[src/rtl/mux_rr_arbiter.sv]
// Round-robin arbiter sharing one 4:1 mux output among four requesters.
// A grant is held for a burst of up to max_burst beats under valid/ready.
module mux_rr_arbiter #(
  parameter int width     = 4,
  parameter int swidth    = 2,
  parameter int max_burst = 4
) (
  input  logic              clk,
  input  logic              rst,
  input  logic [3:0]        req,
  input  logic [width-1:0]  i0,
  input  logic [width-1:0]  i1,
  input  logic [width-1:0]  i2,
  input  logic [width-1:0]  i3,
  input  logic              o_ready,
  output logic [3:0]        gnt,
  output logic [swidth-1:0] sel,
  output logic [3:0]        ack,
  output logic [width-1:0]  o,
  output logic              o_valid
);

  typedef enum logic {IDLE, BUSY} state_t;

  state_t            state, state_n;
  logic [3:0]        gnt_n;
  logic [swidth-1:0] sel_n;
  logic [swidth-1:0] ptr, ptr_n;
  logic [3:0]        cnt, cnt_n;
  logic [swidth-1:0] pick, idx;
  logic [width-1:0]  mux;
  logic              found, busy, beat, last;

  assign busy    = (state == BUSY);
  assign o_valid = busy & req[sel];
  assign beat    = o_valid & o_ready;
  assign ack     = gnt & {4{beat}};
  assign last    = (cnt == 4'(max_burst - 1));
  assign o       = busy ? mux : '0;

  always_comb begin
    mux = '0;
    unique case (sel)
      2'd0: mux = i0;
      2'd1: mux = i1;
      2'd2: mux = i2;
      2'd3: mux = i3;
    endcase
  end

  // First active request scanning upward from ptr, wrapping mod 4.
  always_comb begin
    pick  = ptr;
    found = 1'b0;
    idx   = '0;
    for (int j = 0; j < 4; j++) begin
      idx = ptr + swidth'(j);
      if (!found && req[idx]) begin
        pick  = idx;
        found = 1'b1;
      end
    end
  end

  always_comb begin
    state_n = state;
    gnt_n   = gnt;
    sel_n   = sel;
    ptr_n   = ptr;
    cnt_n   = cnt;
    unique case (state)
      IDLE: begin
        if (found) begin
          state_n = BUSY;
          sel_n   = pick;
          gnt_n   = 4'b0001 << pick;
          cnt_n   = '0;
        end
      end
      BUSY: begin
        if (!req[sel] || (beat && last)) begin
          state_n = IDLE;
          gnt_n   = '0;
          ptr_n   = sel + swidth'(1);
          cnt_n   = '0;
        end else if (beat) begin
          cnt_n = cnt + 4'd1;
        end
      end
    endcase
  end

  always_ff @(posedge clk or posedge rst) begin
    if (rst) begin
      state <= IDLE;
      gnt   <= '0;
      sel   <= '0;
      ptr   <= '0;
      cnt   <= '0;
    end else begin
      state <= state_n;
      gnt   <= gnt_n;
      sel   <= sel_n;
      ptr   <= ptr_n;
      cnt   <= cnt_n;
    end
  end

  a_gnt_onehot0: assert property (
    @(posedge clk) disable iff (rst) $onehot0(gnt)
  );

endmodule

[config.mk]
export PLATFORM = sky130hd
export DESIGN_NAME = mux_rr_arbiter
export DESIGN_NICKNAME = d
export VERILOG_FILES = /design/src/rtl/mux_rr_arbiter.sv
export SDC_FILE = /design/constraint.sdc
export NUM_CORES = 1
export LEC_CHECK = 0
export ABC_AREA = 1
export BUFFER_PORTS_ARGS = -buffer_cell sky130_fd_sc_hd__buf_2
export CORE_ASPECT_RATIO = 1.25
export CORE_UTILIZATION = 40
export CTS_BUF_LIST = sky130_fd_sc_hd__clkbuf_4
export DETAILED_ROUTE_END_ITERATION = 10
export HOLD_SLACK_MARGIN = 0.1
export PLACE_DENSITY = 0.67
export SETUP_SLACK_MARGIN = 0.02
export SYNTH_ARGS = -nofsm -noshare
export SYNTH_HDL_FRONTEND = slang
export SYNTH_SLANG_ARGS = --single-unit
[constraint.sdc]
create_clock -name clk -period 3.8 [get_ports clk]
set_clock_uncertainty 0.15 [all_clocks]
set_input_delay 0.19 -clock clk [delete_from_list [all_inputs] [get_ports clk]]
set_output_delay 0.19 -clock clk [all_outputs]
set_load 0.005 [all_outputs]
[Word level (Yosys, flattened, before mapping)]
Cells that the tools add are included.
Cells by class
  add/subtract/negate cells: 5
  magnitude comparators: 5
  equal/unequal tests: 7
  shift operators: 1
  mux-type cells: 29
  bitwise logic cells: 4
  reduce and logical (&&, ||, !) cells: 14
Operators by type and width (number)
  2-to-1 mux 4 bit: 6
  one-hot mux 4 bit (2 select lines): 2
  one-hot mux 4 bit (4 select lines): 1
  less-than comparator 2 x 3 -> 1 bit, second input constant: 5
  2-to-1 mux 1 bit: 11
  binary-select mux 1 bit (select 2 bit): 5
  AND reduction 2 bit: 4
  2-to-1 mux 2 bit: 3
  adder 2 x 1 -> 2 bit, second input constant: 2
  adder 2 bit, second input constant: 2
  adder 4 x 1 -> 4 bit, second input constant: 1
  bitwise AND 4 bit: 1
  == test 2 bit, second input constant: 2
  == test 4 x 2 -> 1 bit, second input constant: 1
  logical AND 1 bit: 4
  zero test 1 bit: 4
  << shifter 1 x 2 -> 4 bit, first input constant: 1
  inequality test 3 x 1 -> 1 bit, second input constant: 1
  bitwise AND 1 bit: 2
  == test 2 x 1 -> 1 bit, second input constant: 1
  zero test 2 bit: 1
  inequality test 2 x 1 -> 1 bit, second input constant: 1
  inequality test 2 bit, second input constant: 1
  one-hot mux 1 bit (2 select lines): 1
  2 further kinds: 2
Word-level totals
  bits in registers: 13
  input bits: 23
  output and inout port bits: 15
  word-level logic and storage cells: 70

[Longest topological paths before layout]
Gate-level depths: netlist of the first run.
  depth in word-level cells: 15
  depth in mapped cells: 14
  gate-level depth less buffers: 13

[Worst setup path after synthesis of the first run]
OpenSTA, ideal clock, no wires.
  path type: reg2reg
  start: register ptr[1]
  end: register cnt[0]
  setup time: 0.134 ns
  arrival time: 1.343 ns
  data required time: 3.516 ns
  slack: 2.173 ns
  stages on the path, launching flop included: 11
  path buffers: 0
  period minus slack after synthesis: 1.627 ns
  cells stage by stage: dfrtp_1 > inv_2 > nand2_1 > nand2_1 > nand2_1 > nand2_1 > nand3_2 > nor2_4 > nand2_2 > o31ai_4 > o21ai_1
Between the ends
  longest elaborated chain between the ends: 14
  elaborated cells between the ends (all ways): 23
  those cells by class: add/sub: 3; eq/ne: 1; mux: 12; reduce/logical: 7
RTL lines
  from (decl): line 28  | logic [swidth-1:0] ptr, ptr_n;
  from (signal assigned): line 104  | ptr <= ptr_n;
  parallel branches: the longest is 11 deep, another holds adder 2 x 1 -> 2 bit
  2-to-1 mux 1 bit (*): line 58  | if (!found && req[idx]) begin
  inequality test 2 bit (no source line) (*)
  AND reduction 2 bit (no source line) (*)
  to (signal assigned): line 105  | cnt <= cnt_n;
  to (decl): line 29  | logic [3:0] cnt, cnt_n;
Mark *: on every way between the ends. The select of a mux whose other input is x is not followed.
A chain may end at the register's enable or synchronous reset.

[Worst setup path in the final report of the first run]
  start: register ptr[0]
  end: register gnt[0]
Between the ends
  longest elaborated chain between the ends: 15
  elaborated cells between the ends (all ways): 29
  those cells by class: add/sub: 3; eq/ne: 1; shift: 1; mux: 17; reduce/logical: 7
RTL lines
  parallel branches: the longest is 15 deep, another holds adder 2 x 1 -> 2 bit
  to (signal assigned): line 102  | gnt <= gnt_n;
  to (decl): line 16  | output logic [3:0] gnt,
Parallel ways; which one is timed is not known. The select of a mux whose other input is x is not followed.

==> impl_metrics.ini, run 1 <==
[worst_setup_path]
crit_path_end_kind = flop
cp.required_ps = 3820
regToRegStartpoint = ptr[0]$_DFFE_PP0P_
start_kind = flop
worstPathMaxFanout = 15
r2r_end = gnt[0]$_DFFE_PP0P_
r2r_slack_ps = 1720
arrival_ps = 2100
setup.worst_path.start = ptr[0]$_DFFE_PP0P_
path_class = reg2reg
rr_worst_depth = 11

[drt]
wl_mm = 2.993
met2_length_mm = 1.514
wl_per_cell_um = 11.42
vias = 1323
wl_met3_um = 49
final_antenna_net_count = 0
met1_length_mm = 1.394
firstDrtPassIters = 4
drt_iter0_markers = 31
highest_layer = met4
drcViolationCount = 0
avgViaCountPerCell = 5.050

[layout]
final_cell_mix = 66 x nand2_1, 37 x buf_2, 20 x nand3_1
multiInputGateArea_um2 = 828.3
area_growth_pct = 19.88
final_nets = 255
seqCellArea_um2 = 325.3
fill_cells = 301
fin_cells = 262
final_common_cell = nand2_1
final_layout_size_suffix_gt1_share_pct = 28.76
diodes = 0
utilization_pct = 50.72

[global_route]
gr-usage-all-layers_pct = 20.22
grt_start_max_net_pins = 16
antenna_found_initial = 0
grt-ovfl-total = 0
grt_pass1_wl_mm = 5.175
grt_pass1_vias = 1206

[power_and_ir_drop]
pwr-share-clk_pct = 7.7
p_switching_w = 0.0006878
powerDensity_mw_per_mm2 = 820.3
cellLeakagePower_nw = 0.8168
p_int_w = 0.0005376
switching_share_pct = 56.13
seqPwrFrac_pct = 23.3
pwr-share-comb_pct = 69.0
p_total_w = 0.001225
ir_drop_uv = 373.7

[clocking]
cts_tree = done
htree_num_levels = 1
clk_pin_slew_ps = 80
cts_resized = 0
cts_sinks = 13
clockRootBuffer = clkbuf_4
cts_buffers = 3
cts.path.max_buffers = 2
postCtsHoldBufs = 1
post_cts_buffers = 0
clkLatencyLatePin_ps = 280

[sta]
whs_ps = 175.3
maxSlewHeadroom_pct = 65.32
finalCriticalPeriod_ps = 2082
fmax_mhz = 480.2
slew_viol_final = 0
fin_crit_sh_pct = 54.80
finalSetupViolations = 0
tns_ps = 0
rsz0062_at_grt = false
hold_viol = 0
tightest_slew_ps = 519.6

[outcome]
status = finished, final reports clean

[logic_synthesis]
synth_top_area_cell = dfrtp_1
syn_nets = 215
avgSynthCellArea_um2 = 6.664
synth_top_area_share_pct = 26.10
yosys_register_bits = 13
ys_seq_area_share_pct = 26.10
synth.yosys.warnings = 0
synth_area_mm2 = 0.001246
ys_types = 25
synthTopCellsByArea = dfrtp_1 26%, nand2_1 20%, nand3_1 8.0%
synthCells = 187

[floorplanning]
ios = 38
start_util_pct = 42.31
core_mm2 = 0.002945
fp.dieH_um = 64.41
die_w_um = 51.93
die-area_mm2 = 0.003344
row_count = 22

[min_path]
holdPathStages = 4
min_from = o_ready
holdPathEnd = cnt[0]$_DFFE_PP0P_
hp-class = in2reg

[placed_design]
place_congestion = 0.7954
port_buffers = 37
post-place-cells = 257
post-dp-hpwl_mm = 2.329

[job]
maxCapViolations = 0
==> power groups by stage <==
| stage | logic (W) | registers, W | clock network, W |
|---|---|---|---|
| after detailed placement | 0.000844 | 0.000287 | 0 |
| after global routing | 0.000962 | 0.000296 | 0.000104 |
| after CTS | 0.000847 | 0.000285 | 0.0000979 |
| after floorplan | 0.000682 | 0.000247 | 0 |
| final | 0.000846 | 0.000285 | 0.0000945 |
| after global placement | 0.000844 | 0.000287 | 0 |
==> how the worst max path moves through the flow <==
stage                               endpoint  slack, ps  cells past startpoint
after CTS                 gnt[0]$_DFFE_PP0P_       1720                     11
after global placement    gnt[0]$_DFFE_PP0P_       1790                     11
after floorplan           cnt[0]$_DFFE_PP0P_       2170                     10
final                     gnt[0]$_DFFE_PP0P_       1720                     11
after global routing      cnt[2]$_DFFE_PP0P_       1540                     10
after detailed placement  cnt[2]$_DFFE_PP0P_       1720                      9
==> layer usage <==
| metal | vias to the layer above | GRT usage, % |
|---|---|---|
| met2 | 18 | 36.70 |
| li1 | 692 | - |
| met4 | 0 | 7.095 |
| met5 | - | 0 |
| met3 | 4 | 1.429 |
| met1 | 609 | 24.01 |
==> through the flow <==
step | setup slack [ps] | cell area [µm²]
6_report | 1718 | 1494
5_1_grt | 1538 | 1494
4_1_cts | 1722 | 1494
3_5_place_dp | 1724 | 1454
3_3_place_gp | 1788 | 1454
2_1_floorplan | 2173 | 1246
==> flip-flops by register name, indices dropped and copies added, names as in the netlist <==
signal	count
ptr	2
busy	1
sel	2
cnt	4
gnt	4
==> synthesized netlist by cell type <==
library cell  number
inv_2              2
buf_4              1
buf_6              1
dfrtp_1           13
inv_1             15
nand2_4            3
nand3b_1           2
a31oi_1            4
inv_4              1
a21oi_1            7
a31oi_2            1
o21ai_1            5
xor2_1             2
nand2_2            8
nor2_1             8
o31ai_4            1
nand3_1           20
nor2_2             1
nand3_2            4
o21ai_0            7
nor2_4             3
nand4_1            6
buf_1              1
nand2_1           66
ha_1               5
==> critical path: stages, from the launching register on <==
cell     delay [ps]
dfrtp_1         630
inv_2           220
nand2_1         130
nand3_1         110
nand2_4         140
nand3_2         100
nor2_4          130
nor2_4           60
inv_4           120
nor2_2           60
nand2_1          50
nand2_1          60
==> final cells by class <==
cell class	count	share of cell area, %
Clock buffer	4	2.010
Inverter	18	4.690
Multi-Input combinational cell	153	55.44
Sequential cell	13	21.78
Tap cell	36	3.015
Timing Repair Buffer	38	13.07
==> logic make-up (layout without fill, tap and decap cells) <==
family | count (synthesis) | in the layout | share of synthesized area, %
buf+inv | 21 | 60 | 7.430
xor+xnor | 2 | 2 | 1.406
compound gates | 25 | 25 | 12.35
fa+ha+maj | 5 | 5 | 5.020
simple gates | 121 | 121 | 47.69
flops | 13 | 13 | 26.10
No activity file was read; power rests on OpenSTA's default activity.
==> run 2, diff against run 1 <==
PLACE_DENSITY = 0.69   (was 0.67)
clock period = 1.89 ns   (was 3.8 ns; I/O delays follow)
==> impl_metrics.ini, run 2 (synthesis results as in run 1) <==
[outcome]
status = finished, final reports clean

[placed_design]
place_congestion = 0.7839
post-dp-hpwl_mm = 2.348
post-place-cells = 264
port_buffers = 37

[sta]
tightest_slew_ps = 511.7
rsz0062_at_grt = true
slew_viol_final = 0
tns_ps = 0
finalCriticalPeriod_ps = 1793
fmax_mhz = 557.6
hold_viol = 0
fin_crit_sh_pct = 94.89
maxSlewHeadroom_pct = 65.85
finalSetupViolations = 0

[worst_setup_path]
worstPathMaxFanout = 8
crit_path_end_kind = flop
arrival_ps = 1800
path_class = reg2reg
start_kind = flop
cp.required_ps = 1890

[floorplanning]
start_util_pct = 42.31
fp.dieH_um = 64.41
ios = 38
row_count = 22
die_w_um = 51.93
die-area_mm2 = 0.003344
core_mm2 = 0.002945

[layout]
final_nets = 271
area_growth_pct = 39.26
fill_cells = 278
seqCellArea_um2 = 329.1
final_layout_size_suffix_gt1_share_pct = 43.39
final_cell_mix = 49 x nand2_1, 37 x buf_2, 23 x nand2_2
final_common_cell = nand2_1
fin_cells = 278
diodes = 0
multiInputGateArea_um2 = 913.4
reg.largest.list = cnt x4, gnt x4
utilization_pct = 58.92

[clocking]
clkLatencyLatePin_ps = 280
cts_tree = done
clk_pin_slew_ps = 80
cts_buffers = 3
htree_num_levels = 1
cts_sinks = 13
clockRootBuffer = clkbuf_4
cts.path.max_buffers = 2

[drt]
drt_iter0_markers = 58
drcViolationCount = 0
wl_mm = 3.382
final_antenna_net_count = 0
vias = 1435
firstDrtPassIters = 4
avgViaCountPerCell = 5.162
wl_per_cell_um = 12.17

[power_and_ir_drop]
seqPwrFrac_pct = 17.0
p_int_w = 0.001434
pwr-share-comb_pct = 76.9
powerDensity_mw_per_mm2 = 1745
p_switching_w = 0.001594
cellLeakagePower_nw = 0.9193
switching_share_pct = 52.64
ir_drop_uv = 908.0
pwr-share-clk_pct = 6.2

[global_route]
gr-usage-all-layers_pct = 19.43
antenna_found_initial = 0
grt-ovfl-total = 0
grt_pass1_wl_mm = 5.085
grt_start_max_net_pins = 14
grt_pass1_vias = 1240

[job]
maxCapViolations = 0

[min_path]
hp-class = in2async
run 2: cell count changes in the layout (fill, tap and decap cells not counted), sizes merged:
cell         delta
buf            +14
dlygate4sd3     +1
clkinv          +1
run 2: through the flow:
step	instance area, µm²	hold slack (ps)	power [W]	worst slack (ps)
global route	1735	289.1	0.003304	-15.13
CTS	1565	257.5	0.002598	20.24
finish	1735	233.6	0.003029	96.51
floorplan	1246	-178.5	0.001869	263.0
global placement	1506	1.564	0.002370	48.34
detailed placement	1506	-0.003830	0.002386	56.50
run 2: timing repair:
| action | CTS | global route |
|---|---|---|
| pin swaps | 0 | 16 |
| endpoints found under the setup margin | 8 | 20 |
| resized for setup | 1 | 37 |
| setup buffers | 1 | 6 |
| endpoints found under the hold margin | 17 | 0 |
| cloned | 0 | 1 |
| hold buffers | 2 | 0 |
run 2: per-layer routing:
layer	vias up	routed length, µm	GRT usage (%)
met1	644	1395	24.67
met5	-	0	0
met3	9	130	1.429
li1	727	-	-
met4	0	79	6.081
met2	55	1776	33.81
run 2: path summary, 6_finish.rpt:
kind | start | to | slack [ps] | depth (start not counted)
worst max-delay path | ptr[0]$_DFFE_PP0P_ | cnt[0]$_DFFE_PP0P_ | 100 | 10
worst min-delay path | rst | gnt[1]$_DFFE_PP0P_ | 230 | 3
worst max register to register | ptr[0]$_DFFE_PP0P_ | cnt[0]$_DFFE_PP0P_ | 100 | 10
worst min register to register | sel[0]$_DFFE_PP0P_ | ptr[0]$_DFFE_PP0P_ | 380 | 1
max in group asynchronous | rst | ptr[1]$_DFFE_PP0P_ | 990 | 3
min in group clk | req[0] | busy$_DFF_PP0_ | 340 | 7
run 2: area by class of cell:
class	count	share of cell area, %
tap	36	2.596
clock buffer	4	1.730
inverter	18	4.470
multi-input combinational	153	52.63
timing repair inverter	1	0.3605
timing repair buffer	53	19.25
sequential	13	18.96
run 2: power groups by stage:
stage | Sequential, W | Combinational [W] | Clock, W
floorplan | 0.000497 | 0.00137 | 0
global placement | 0.000507 | 0.00186 | 0
detailed placement | 0.000510 | 0.00188 | 0
CTS | 0.000500 | 0.00191 | 0.000190
global route | 0.000532 | 0.00257 | 0.000206
finish | 0.000514 | 0.00233 | 0.000187
run 2: worst max-delay path, cell delays in order, from the launching register on:
cell and delay (ps):
dfrtp_2 480, buf_6 150, nand2_1 80, nand2_2 90
nand2_2 90, nand2_4 60, buf_12 120, nor2_4 130
nand2_2 80, o31ai_4 120, o21ai_1 110
==> run 3, diff against run 2 <==
PLACE_DENSITY = 0.67   (was 0.69)
==> impl_metrics.ini, run 3 (synthesis results as in run 1) <==
[worst_setup_path]
path_class = reg2out
r2r_slack_ps = 150
cp.required_ps = 1650
crit_path_end_kind = output port
arrival_ps = 1510
critPathCapture = o[0]
start_kind = flop
regToRegStartpoint = ptr[0]$_DFFE_PP0P_
rr_worst_depth = 9
r2r_end = cnt[0]$_DFFE_PP0P_
worstPathMaxFanout = 6
setup.worst_path.start = sel[0]$_DFFE_PP0P_

[sta]
maxSlewHeadroom_pct = 65.64
rsz0062_at_grt = true
finalSetupViolations = 0
tightest_slew_ps = 514.9
finalCriticalPeriod_ps = 1751
fmax_mhz = 571.1
slew_viol_final = 0
tns_ps = 0
fin_crit_sh_pct = 92.64
setup_ws_ps = 139.0
hold_viol = 0

[layout]
reg.largest.list = cnt x4, gnt x4
multiInputGateArea_um2 = 855.8
final_nets = 267
final_layout_size_suffix_gt1_share_pct = 36.55
final_cell_mix = 61 x nand2_1, 37 x buf_2, 20 x nand3_1
area_growth_pct = 30.42
seqCellArea_um2 = 327.8
final_common_cell = nand2_1
diodes = 0
fill_cells = 304

[floorplanning]
core_mm2 = 0.002945
fp.dieH_um = 64.41
row_count = 22
ios = 38
start_util_pct = 42.31
die_w_um = 51.93
die-area_mm2 = 0.003344

[global_route]
antenna_found_initial = 0
grt-ovfl-total = 0
grt_start_max_net_pins = 14
grt_pass1_vias = 1273
gr-usage-all-layers_pct = 20.34
grt_pass1_wl_mm = 5.202

[drt]
wl_per_cell_um = 11.28
drcViolationCount = 0
wl_mm = 3.091
firstDrtPassIters = 6
final_antenna_net_count = 0
drt_iter0_markers = 25
vias = 1357
avgViaCountPerCell = 4.953

[power_and_ir_drop]
p_total_w = 0.002732
ir_drop_uv = 1089
powerDensity_mw_per_mm2 = 1681
cellLeakagePower_nw = 0.8731

[job]
maxCapViolations = 0

[placed_design]
port_buffers = 37
place_congestion = 0.7975
post-dp-hpwl_mm = 2.469
dp_slack_ps = 85.73

[clocking]
clkLatencyLatePin_ps = 280
cts_tree = done
cts.path.max_buffers = 2
htree_num_levels = 1
clk_pin_slew_ps = 80
cts_sinks = 13
clockRootBuffer = clkbuf_4
cts_buffers = 3

[outcome]
status = finished, final reports clean

[min_path]
hp-class = in2async
-- run 3: cell count changes in the layout (fill, tap and decap cells not counted), moves of 2 or more --
cell     before  now
inv_2         1    3
nor2_2        0    2
o21ai_0       7    5
o21ai_1       5    7
inv_4         3    1
nand2_2      23   13
nand3_1      18   20
nor2_4        5    3
nand2_4       5    3
nand2_1      49   61
-- run 3: how the worst min path moves through the flow --
stage,start,end,slack (ps),cells after the start
after floorplan,rst,busy$_DFF_PP0_,-180,1
after detailed placement,rst,cnt[3]$_DFFE_PP0P_,2,2
final,rst,sel[1]$_DFFE_PP0P_,240,3
after global routing,rst,cnt[2]$_DFFE_PP0P_,290,3
after global placement,rst,cnt[3]$_DFFE_PP0P_,-6,2
after CTS,rst,sel[1]$_DFFE_PP0P_,240,3
-- run 3: critical path: stages, from the launching register on --
cell,delay [ps]
dfrtp_2,410
inv_1,70
buf_4,150
ha_1,240
a21oi_1,150
a31oi_1,80
buf_2,130
-- run 3: layout make-up --
| type | count | share of cell area (%) |
|---|---|---|
| clock buffer | 4 | 1.848 |
| inverter | 18 | 4.619 |
| multi-input combinational | 153 | 52.66 |
| sequential | 13 | 20.17 |
| tap | 36 | 2.771 |
| timing repair buffer | 50 | 17.94 |
-- run 3: per-stage QoR --
stage,cells,hold WS (ps),utilization [%],area (µm²)
2_1_floorplan,187,-178.5,-,1246
4_1_cts,273,239.7,53.65,1580
5_1_grt,274,294.9,55.18,1625
6_report,274,235.2,55.18,1625
3_5_place_dp,266,2.189,51.66,1521
3_3_place_gp,266,-5.558,51.66,1521
-- run 3: timing repair --
| item | 4_1_cts | 5_1_grt |
|---|---|---|
| setup endpoints to repair | 8 | 21 |
| setup buffers | 1 | 1 |
| resized for setup | 1 | 16 |
| hold buffers | 2 | 0 |
| endpoints found under the hold margin | 18 | 0 |
-- run 3: per-layer routing --
metal  vias to the layer above  share of wire (%)  track usage (%)
met5                         -                  0                0
li1                        719                  -                -
met1                       625                 44            23.05
met2                        11                 54            38.14
met4                         0               0.58            6.081
met3                         2                1.4            2.143
-- run 3: power by group --
group	leakage, nW	total [W]	switching, W	internal, W
registers	0.163	0.000492	0.000102	0.000390
clock network	0.0184	0.000187	0.0000909	0.0000962
logic	0.691	0.00205	0.00126	0.000797
total	0.873	0.00273	0.00145	0.00128
